## config.mk

```make
export PLATFORM = sky130hd
export DESIGN_NAME = cntry_car_detect
export DESIGN_NICKNAME = d
export VERILOG_FILES = /design/src/rtl/cntry_car_detect.sv
export SDC_FILE = /design/constraint.sdc
export NUM_CORES = 1
export LEC_CHECK = 0
export ABC_AREA = 1
export CORE_ASPECT_RATIO = 0.75
export CORE_UTILIZATION = 40
export CTS_CLUSTER_SIZE = 8
export DETAILED_ROUTE_END_ITERATION = 8
export PLACE_DENSITY = 0.59
export SLEW_MARGIN = 0
export SYNTH_ARGS = -nofsm -noshare
export SYNTH_HDL_FRONTEND = slang
export SYNTH_SLANG_ARGS = --single-unit
```

## constraint.sdc

```tcl
create_clock -name clock -period 2.5 [get_ports clock]
set_input_delay 0.375 -clock clock [delete_from_list [all_inputs] [get_ports clock]]
set_output_delay 0.375 -clock clock [all_outputs]
set_load 0.02 [all_outputs]
```

## src/rtl/cntry_car_detect.sv

```systemverilog
// rtl/cntry_car_detect.sv - country-road vehicle detector: sensor debounce and queued-car count

module cntry_car_debounce #(
    parameter int unsigned DEBOUNCE = 3
) (
    input  logic clock,
    input  logic clear,
    input  logic raw,
    output logic evt
);

    typedef enum logic [1:0] {
        LOW      = 2'd0,
        RISE_CHK = 2'd1,
        HIGH     = 2'd2,
        FALL_CHK = 2'd3
    } db_state_t;

    localparam logic [3:0] DLOAD = 4'(DEBOUNCE - 1);

    logic      s1;
    logic      s2;
    db_state_t state;
    db_state_t next_state;
    logic [3:0] dcnt;
    logic [3:0] next_dcnt;
    logic      rise;

    always_ff @(posedge clock) begin
        if (clear) begin
            s1    <= 1'b0;
            s2    <= 1'b0;
            state <= LOW;
            dcnt  <= 4'd0;
            evt   <= 1'b0;
        end else begin
            s1    <= raw;
            s2    <= s1;
            state <= next_state;
            dcnt  <= next_dcnt;
            // Registering the rise keeps the counter one edge behind the debounced level.
            evt   <= rise;
        end
    end

    always_comb begin
        next_state = state;
        next_dcnt  = dcnt;
        rise       = 1'b0;
        case (state)
            LOW: begin
                if (s2) begin
                    if (DEBOUNCE == 1) begin
                        next_state = HIGH;
                        rise       = 1'b1;
                    end else begin
                        next_state = RISE_CHK;
                        next_dcnt  = DLOAD;
                    end
                end
            end
            RISE_CHK: begin
                if (!s2) begin
                    next_state = LOW;
                end else if (dcnt == 4'd1) begin
                    next_state = HIGH;
                    rise       = 1'b1;
                end else begin
                    next_dcnt = dcnt - 4'd1;
                end
            end
            HIGH: begin
                if (!s2) begin
                    if (DEBOUNCE == 1) begin
                        next_state = LOW;
                    end else begin
                        next_state = FALL_CHK;
                        next_dcnt  = DLOAD;
                    end
                end
            end
            FALL_CHK: begin
                if (s2) begin
                    next_state = HIGH;
                end else if (dcnt == 4'd1) begin
                    next_state = LOW;
                end else begin
                    next_dcnt = dcnt - 4'd1;
                end
            end
            default: begin
                next_state = LOW;
            end
        endcase
    end

endmodule

module cntry_car_detect #(
    parameter int unsigned DEBOUNCE = 3,
    parameter int unsigned MAX_CARS = 15,
    parameter int unsigned CW       = 4
) (
    input  logic          clock,
    input  logic          clear,
    input  logic          arrive_raw,
    input  logic          depart_raw,
    input  logic [1:0]    cntry_sig,
    output logic          car_on_cntry_rd,
    output logic [CW-1:0] car_count,
    output logic          overflow,
    output logic          red_run
);

    localparam logic [CW-1:0] MAX_COUNT = CW'(MAX_CARS);

    logic arr_evt;
    logic dep_evt;
    logic sig_red;

    cntry_car_debounce #(.DEBOUNCE(DEBOUNCE)) u_arrive (
        .clock (clock),
        .clear (clear),
        .raw   (arrive_raw),
        .evt   (arr_evt)
    );

    cntry_car_debounce #(.DEBOUNCE(DEBOUNCE)) u_depart (
        .clock (clock),
        .clear (clear),
        .raw   (depart_raw),
        .evt   (dep_evt)
    );

    // Encoding 3 is not a legal light state; it is handled as RED.
    assign sig_red = (cntry_sig == 2'd0) || (cntry_sig == 2'd3);

    always_ff @(posedge clock) begin
        if (clear) begin
            car_count <= '0;
            overflow  <= 1'b0;
            red_run   <= 1'b0;
        end else begin
            if (dep_evt && sig_red) begin
                red_run <= 1'b1;
            end
            if (arr_evt && !dep_evt) begin
                if (car_count == MAX_COUNT) begin
                    overflow <= 1'b1;
                end else begin
                    car_count <= car_count + 1'b1;
                end
            end
            if (dep_evt && !arr_evt && (car_count != '0)) begin
                car_count <= car_count - 1'b1;
            end
        end
    end

    assign car_on_cntry_rd = (car_count != '0);

endmodule
```

==> reports/metrics.cfg, run 1 <==
[run_status]
outcome = complete, no violations

[clock_network]
clock_sink_count = 24
clkLatencyLatePin_ns = 0.26
cts.reportedPaths.clkPinSlew_ns = 0.08
tritoncts = built
clock_tree.root_cell = sky130_fd_sc_hd__clkbuf_8
ctsResizeCount = 0
buffers_from_clock_root_to_sink_at_most = 2
cts.hold.buffers_added = 0
postCtsSetupBuffers = 0
numCtsBuffers = 3
cts.htree.levels = 1

[detailed_routing]
detail_route.wl_per_cell_um = 9.99
firstDrtPassIters = 4
routed_wirelength_um = 1980
drcViolationCount = 0
first_iter_violations = 32
viasPerCell = 4.66
via_count = 922
final_antenna_net_count = 0

[yosys]
mapped_nets = 158
synthDistinctLibCells = 25
synth_seq_cells = 24
post_synth_main_area_contributors = sky130_fd_sc_hd__dfxtp_1 (43%), sky130_fd_sc_hd__inv_1 (11%), sky130_fd_sc_hd__ha_1 (5.6%)
ys_top_cells_by_count = sky130_fd_sc_hd__inv_1 (33), sky130_fd_sc_hd__dfxtp_1 (24), sky130_fd_sc_hd__nand2_1 (15), sky130_fd_sc_hd__nor2_1 (15), sky130_fd_sc_hd__o21ai_0 (10)
commonest_register_cell_after_synthesis = sky130_fd_sc_hd__dfxtp_1
synth_warnings = 0
syn_inst = 147
synth-seq-area-share_pct = 42.7
synthMostInstantiatedCell = sky130_fd_sc_hd__inv_1
synth_cell_area_um2 = 1130
post-synth-top-area-fraction_pct = 42.7
asyncSetResetFlopFracSynth_pct = 0
synth_largest_area_cell = sky130_fd_sc_hd__dfxtp_1
syn-mean-instance-area_um2 = 7.66
synth-edff-count = 0

[sta]
final_max_tran_viols = 0
rsz0062_at_grt = false
timing.setup.tns_ns = 0
max_freq_mhz = 514
period_share_pct = 77.8
worst-slew-pin-transition_ns = 0.296
final_hold_vio_count = 0
timing.clock.skew_ns = 0.00392
slew_headroom_pct = 80.2
post-route-min-period_ns = 1.94
timing.final.setup_violations = 0
finalHoldWorstSlack_ns = 0.405

[die]
floorplan.initialDensity_pct = 42.6
dieHeight_um = 48.0
floorplan.die_area_um2 = 3030
core.rowCount = 16
core_area_um2 = 2640
i_o_pins = 13
die_w_um = 63.3

[cells_and_area]
final_net_count = 174
antenna_diode_count = 0
final_core_utilization_pct = 50.9
fillerInstances = 263
layout-drive-gt1-share_pct = 6.79
biggest_regs = car_count x4, u_arrive.dcnt x4, u_depart.dcnt x4
syn2layout_area_growth_pct = 19.6
final-instance-count-excl-fill = 198

[min_path]
worst_hold_startpoint = u_depart.s1$_SDFF_PP0_
min_delay_worst_endpoint = u_depart.s2$_SDFF_PP0_
worst_hold_path_type = flop to flop
min_path_cells = 2

[global_routing]
grt_start_max_net_pins = 14
overflow = 0
grt_first_pass_wirelength_um = 3150
grt_antenna_before_repair = 0
grt_util_all_layers_pct = 13.6
first_global_vias = 748

[power_and_ir_drop]
worst_ir_drop_vdd_v = 0.000462
power_density_nw_per_um2 = 524
power.leakage_nw = 0.582
post-layout-total-power_mw = 0.706

[critical_path]
worst_ep_arrival_time_ns = 1.57
required_ns = 2.12
crit-reg2reg-capture = car_count[2]$_SDFFE_PP0P_
critical_path_class = flop to output port
worst-path-max-fanout = 8
ff2ff_path_depth = 11
critical_path.cell_chain = nor2_1 > nand2_4 > clkdlybuf4s50_1
worst_setup_path_end_kind = output port
worst_path_max_delay_cell = sky130_fd_sc_hd__clkdlybuf4s50_1
critical_path.startpoint_type = flop
r2r_slack_ns = 0.91
critical-path-max-stage-delay_ns = 0.60
critical_path.reg2reg.startpoint = car_count[0]$_SDFFE_PP0P_

[placed_design]
place_congestion = 0.802
place_inst = 194
hpwlAfterDp_um = 1520
buffer_ports.inserted = 12

[run]
maxCapViolations = 0

==> stage by stage <==
stage / cell area [µm²] / worst slack [ns]
final: 1350 / 0.556
after global routing: 1350 / 0.486
after detailed placement: 1290 / 0.848
after CTS: 1350 / 0.561
after global placement: 1290 / 0.881
after floorplan: 1130 / 0.912
==> critical path: cells and delay by family (launching register included) <==
kind / cells / cell delay, ns
buffers and inverters: 1 / 0.60
flip-flops: 1 / 0.48
AND/OR/NAND/NOR: 2 / 0.23
==> where the power goes <==
part	leakage [nW]	internal, mW	total (mW)	switching, mW
registers	0.195	0.392	0.397	0.00526
logic	0.359	0.0212	0.0463	0.0251
clock network	0.0288	0.141	0.263	0.122
total	0.582	0.554	0.706	0.152
==> cell type report <==
cell class	instances	area (µm²)	share of cell area, %
multi-input cells	88	514	38.2
repair buffers	13	128	9.48
clock buffers	4	55.1	4.09
well taps	36	45.0	3.35
inverters	33	124	9.20
flip-flops and latches	24	480	35.7
==> per-layer routing <==
layer	track usage [%]	vias up	wire length [µm]
li1	-	494	-
met1	17.3	412	1020
met2	23.4	16	873
met3	5.00	0	83
met4	1.36	0	0
met5	0	-	0
==> logic make-up after synthesis <==
logic type / Yosys count / synth area share, %
fa+ha+maj: 5 / 5.56
flops: 24 / 42.7
buf+inv: 35 / 11.7
compound gates: 26 / 13.3
xor+xnor: 7 / 5.44
simple gates: 50 / 21.3
==> worst max path at each step <==
stage	from	to	slack, ns	cells after the start
after floorplan	car_count[0]$_SDFFE_PP0P_	car_count[2]$_SDFFE_PP0P_	0.91	10
after global placement	clear	u_depart.dcnt[3]$_SDFFE_PP0P_	0.88	5
after detailed placement	clear	u_depart.dcnt[3]$_SDFFE_PP0P_	0.85	5
after CTS	car_count[0]$_SDFFE_PP0P_	car_on_cntry_rd	0.56	3
after global routing	car_count[0]$_SDFFE_PP0P_	car_on_cntry_rd	0.49	3
final	car_count[0]$_SDFFE_PP0P_	car_on_cntry_rd	0.56	3
==> placed cells by master, fill, tap and decap left out <==
cell	instances
sky130_fd_sc_hd__nand2_1	15
sky130_fd_sc_hd__a221oi_1	2
sky130_fd_sc_hd__o21ai_1	1
sky130_fd_sc_hd__nor3_1	2
sky130_fd_sc_hd__xor2_1	5
sky130_fd_sc_hd__dfxtp_1	24
sky130_fd_sc_hd__a31oi_1	1
sky130_fd_sc_hd__clkdlybuf4s50_1	12
sky130_fd_sc_hd__nand2_2	1
sky130_fd_sc_hd__a211oi_1	1
sky130_fd_sc_hd__ha_1	5
sky130_fd_sc_hd__inv_1	33
sky130_fd_sc_hd__nand4_1	3
sky130_fd_sc_hd__nand2_4	2
sky130_fd_sc_hd__clkbuf_8	4
sky130_fd_sc_hd__a21oi_1	8
sky130_fd_sc_hd__a311oi_1	1
sky130_fd_sc_hd__nor2_1	15
sky130_fd_sc_hd__nor2_4	1
sky130_fd_sc_hd__xnor2_1	2
sky130_fd_sc_hd__buf_4	1
sky130_fd_sc_hd__nor4_1	1
sky130_fd_sc_hd__nor2_2	2
sky130_fd_sc_hd__o211ai_1	1
sky130_fd_sc_hd__o21ai_0	10
sky130_fd_sc_hd__o21bai_1	1
sky130_fd_sc_hd__nand3_1	8
(Power assumes the default switching activity.)
==> run 2, diff against run 1 <==
--- a/config.mk
+++ b/config.mk
@@ -10,7 +10,7 @@
 export CORE_UTILIZATION = 40
 export CTS_CLUSTER_SIZE = 8
 export DETAILED_ROUTE_END_ITERATION = 8
-export PLACE_DENSITY = 0.59
+export PLACE_DENSITY = 0.62
 export SLEW_MARGIN = 0
 export SYNTH_ARGS = -nofsm -noshare
 export SYNTH_HDL_FRONTEND = slang
==> constraint.sdc (replaced) <==
create_clock -name clock -period 1.6 [get_ports clock]
set_input_delay 0.24 -clock clock [delete_from_list [all_inputs] [get_ports clock]]
set_output_delay 0.24 -clock clock [all_outputs]
set_load 0.02 [all_outputs]
==> reports/metrics.cfg, run 2 (synthesis results as in run 1) <==
[run_status]
outcome = complete, no violations

[sta]
final_hold_vio_count = 0
post-route-min-period_ns = 1.54
postLayoutSetupSlackWorst_ns = 0.0642
final_max_tran_viols = 0
slew_headroom_pct = 78.4
period_share_pct = 96.0
timing.setup.tns_ns = 0
worst-slew-pin-transition_ns = 0.324
max_freq_mhz = 651
timing.final.setup_violations = 0
rsz0062_at_grt = false
timing.clock.skew_ns = 0.00448

[critical_path]
critical_path.startpoint_type = flop
worst-path-max-fanout = 8
critical-path-max-stage-delay_ns = 0.62
critical_path_buf_inv_count = 1
crit_family = buffers and inverters
worst_setup_path_end_kind = output port
critical_path.cell_chain = clkdlybuf4s50_1
critical_path_class = flop to output port
worst_ep_arrival_time_ns = 1.30
worst_path_max_delay_cell = sky130_fd_sc_hd__clkdlybuf4s50_1
required_ns = 1.36

[clock_network]
postCtsSetupBuffers = 0
clkLatencyLatePin_ns = 0.26
tritoncts = built
buffers_from_clock_root_to_sink_at_most = 2
clock_tree.root_cell = sky130_fd_sc_hd__clkbuf_8
cts.htree.levels = 1
cts.reportedPaths.clkPinSlew_ns = 0.08
clock_sink_count = 24
numCtsBuffers = 3

[detailed_routing]
routed_wirelength_um = 2020
via_count = 926
viasPerCell = 4.63
first_iter_violations = 34
firstDrtPassIters = 4
final_antenna_net_count = 0
drcViolationCount = 0
detail_route.wl_per_cell_um = 10.1

[cells_and_area]
antenna_diode_count = 0
ff_latch_area_um2 = 483
biggest_regs = car_count x4, u_arrive.dcnt x4, u_depart.dcnt x4
syn2layout_area_growth_pct = 20.9
fillerInstances = 244
final_net_count = 177
multi_input_comb_area_um2 = 514
layout-drive-gt1-share_pct = 9.15
mostFrequentLayoutCell = sky130_fd_sc_hd__inv_1
layout_common_cells = sky130_fd_sc_hd__inv_1 (33), sky130_fd_sc_hd__dfxtp_1 (22), sky130_fd_sc_hd__nor2_1 (15), sky130_fd_sc_hd__nand2_1 (15), sky130_fd_sc_hd__o21ai_0 (10)

[die]
floorplan.initialDensity_pct = 42.6
dieHeight_um = 48.0
i_o_pins = 13
core.rowCount = 16
die_w_um = 63.3
core_area_um2 = 2640
floorplan.die_area_um2 = 3030

[placed_design]
pre_cts_slack_ns = 0.108
buffer_ports.inserted = 12
place_congestion = 0.814
hpwlAfterDp_um = 1510

[power_and_ir_drop]
intPower_mw = 0.813
switching_share_pct = 21.8
power.leakage_nw = 0.635
p_seq_share_pct = 59.7
worst_ir_drop_vdd_v = 0.000580
power_density_nw_per_um2 = 764
pwr-share-comb_pct = 7.0
p_sw_mw = 0.227
clockPowerShare_pct = 33.3

[global_routing]
grt_start_max_net_pins = 13
first_global_vias = 772
grt_antenna_before_repair = 0
overflow = 0
grt_util_all_layers_pct = 14.7
grt_first_pass_wirelength_um = 3350

[min_path]
worst_hold_path_type = flop to flop

[run]
maxCapViolations = 0

==> run 2: timing repair <==
action,CTS,global route
hold buffers,0,0
endpoints found under the setup margin,2,3
gates resized for setup,2,3
==> run 2: layer usage <==
metal  GRT usage [%]  part of all wire [%]
met5               0                     0
met2            26.0                    44
met3            4.05                   3.9
met1            18.0                    51
met4            5.00                  0.65
==> run 2: per-stage QoR <==
step / power, mW / area, µm² / hold WS [ns] / std cells / util, %
final: 1.04 / 1360 / 0.407 / 200 / 51.5
after global routing: 1.09 / 1360 / 0.425 / 200 / 51.5
after CTS: 1.06 / 1360 / 0.404 / 200 / 51.3
after detailed placement: 0.708 / 1310 / 0.400 / 197 / 49.7
after global placement: 0.705 / 1310 / 0.397 / 197 / 49.7
after floorplan: 0.681 / 1130 / 0.317 / 147 / -
==> run 2: area by class of cell <==
cell class | instances | share of cell area, %
Clock buffer | 3 | 3.03
Inverter | 33 | 9.10
Multi-Input combinational cell | 88 | 37.8
Sequential cell | 24 | 35.5
Tap cell | 36 | 3.31
Timing Repair Buffer | 16 | 11.3
==> run 2: power groups by stage <==
stage,logic [mW],clock network [mW],registers [mW]
floorplan,0.0478,0,0.633
global placement,0.0711,0,0.634
detailed placement,0.0730,0,0.635
CTS,0.0736,0.362,0.620
global route,0.0846,0.381,0.623
finish,0.0732,0.346,0.620
==> run 2: path summary, 6_finish.rpt <==
| path | slack, ns | depth (start not counted) | end | startpoint |
|---|---|---|---|---|
| min | 0.41 | 2 | u_depart.s2$_SDFF_PP0_ | u_depart.s1$_SDFF_PP0_ |
| max reg2reg | 0.14 | 10 | car_count[2]$_SDFFE_PP0P_ | u_depart.evt$_SDFF_PP0_ |
| max | 0.06 | 1 | car_count[1] | car_count[1]$_SDFFE_PP0P_ |
| min reg2reg | 0.41 | 2 | u_depart.s2$_SDFF_PP0_ | u_depart.s1$_SDFF_PP0_ |
==> run 2: worst min-delay path, stage by stage (launching register included) <==
cell and delay [ns]:
sky130_fd_sc_hd__dfxtp_1 0.30, sky130_fd_sc_hd__inv_1 0.04, sky130_fd_sc_hd__nor2_1 0.03
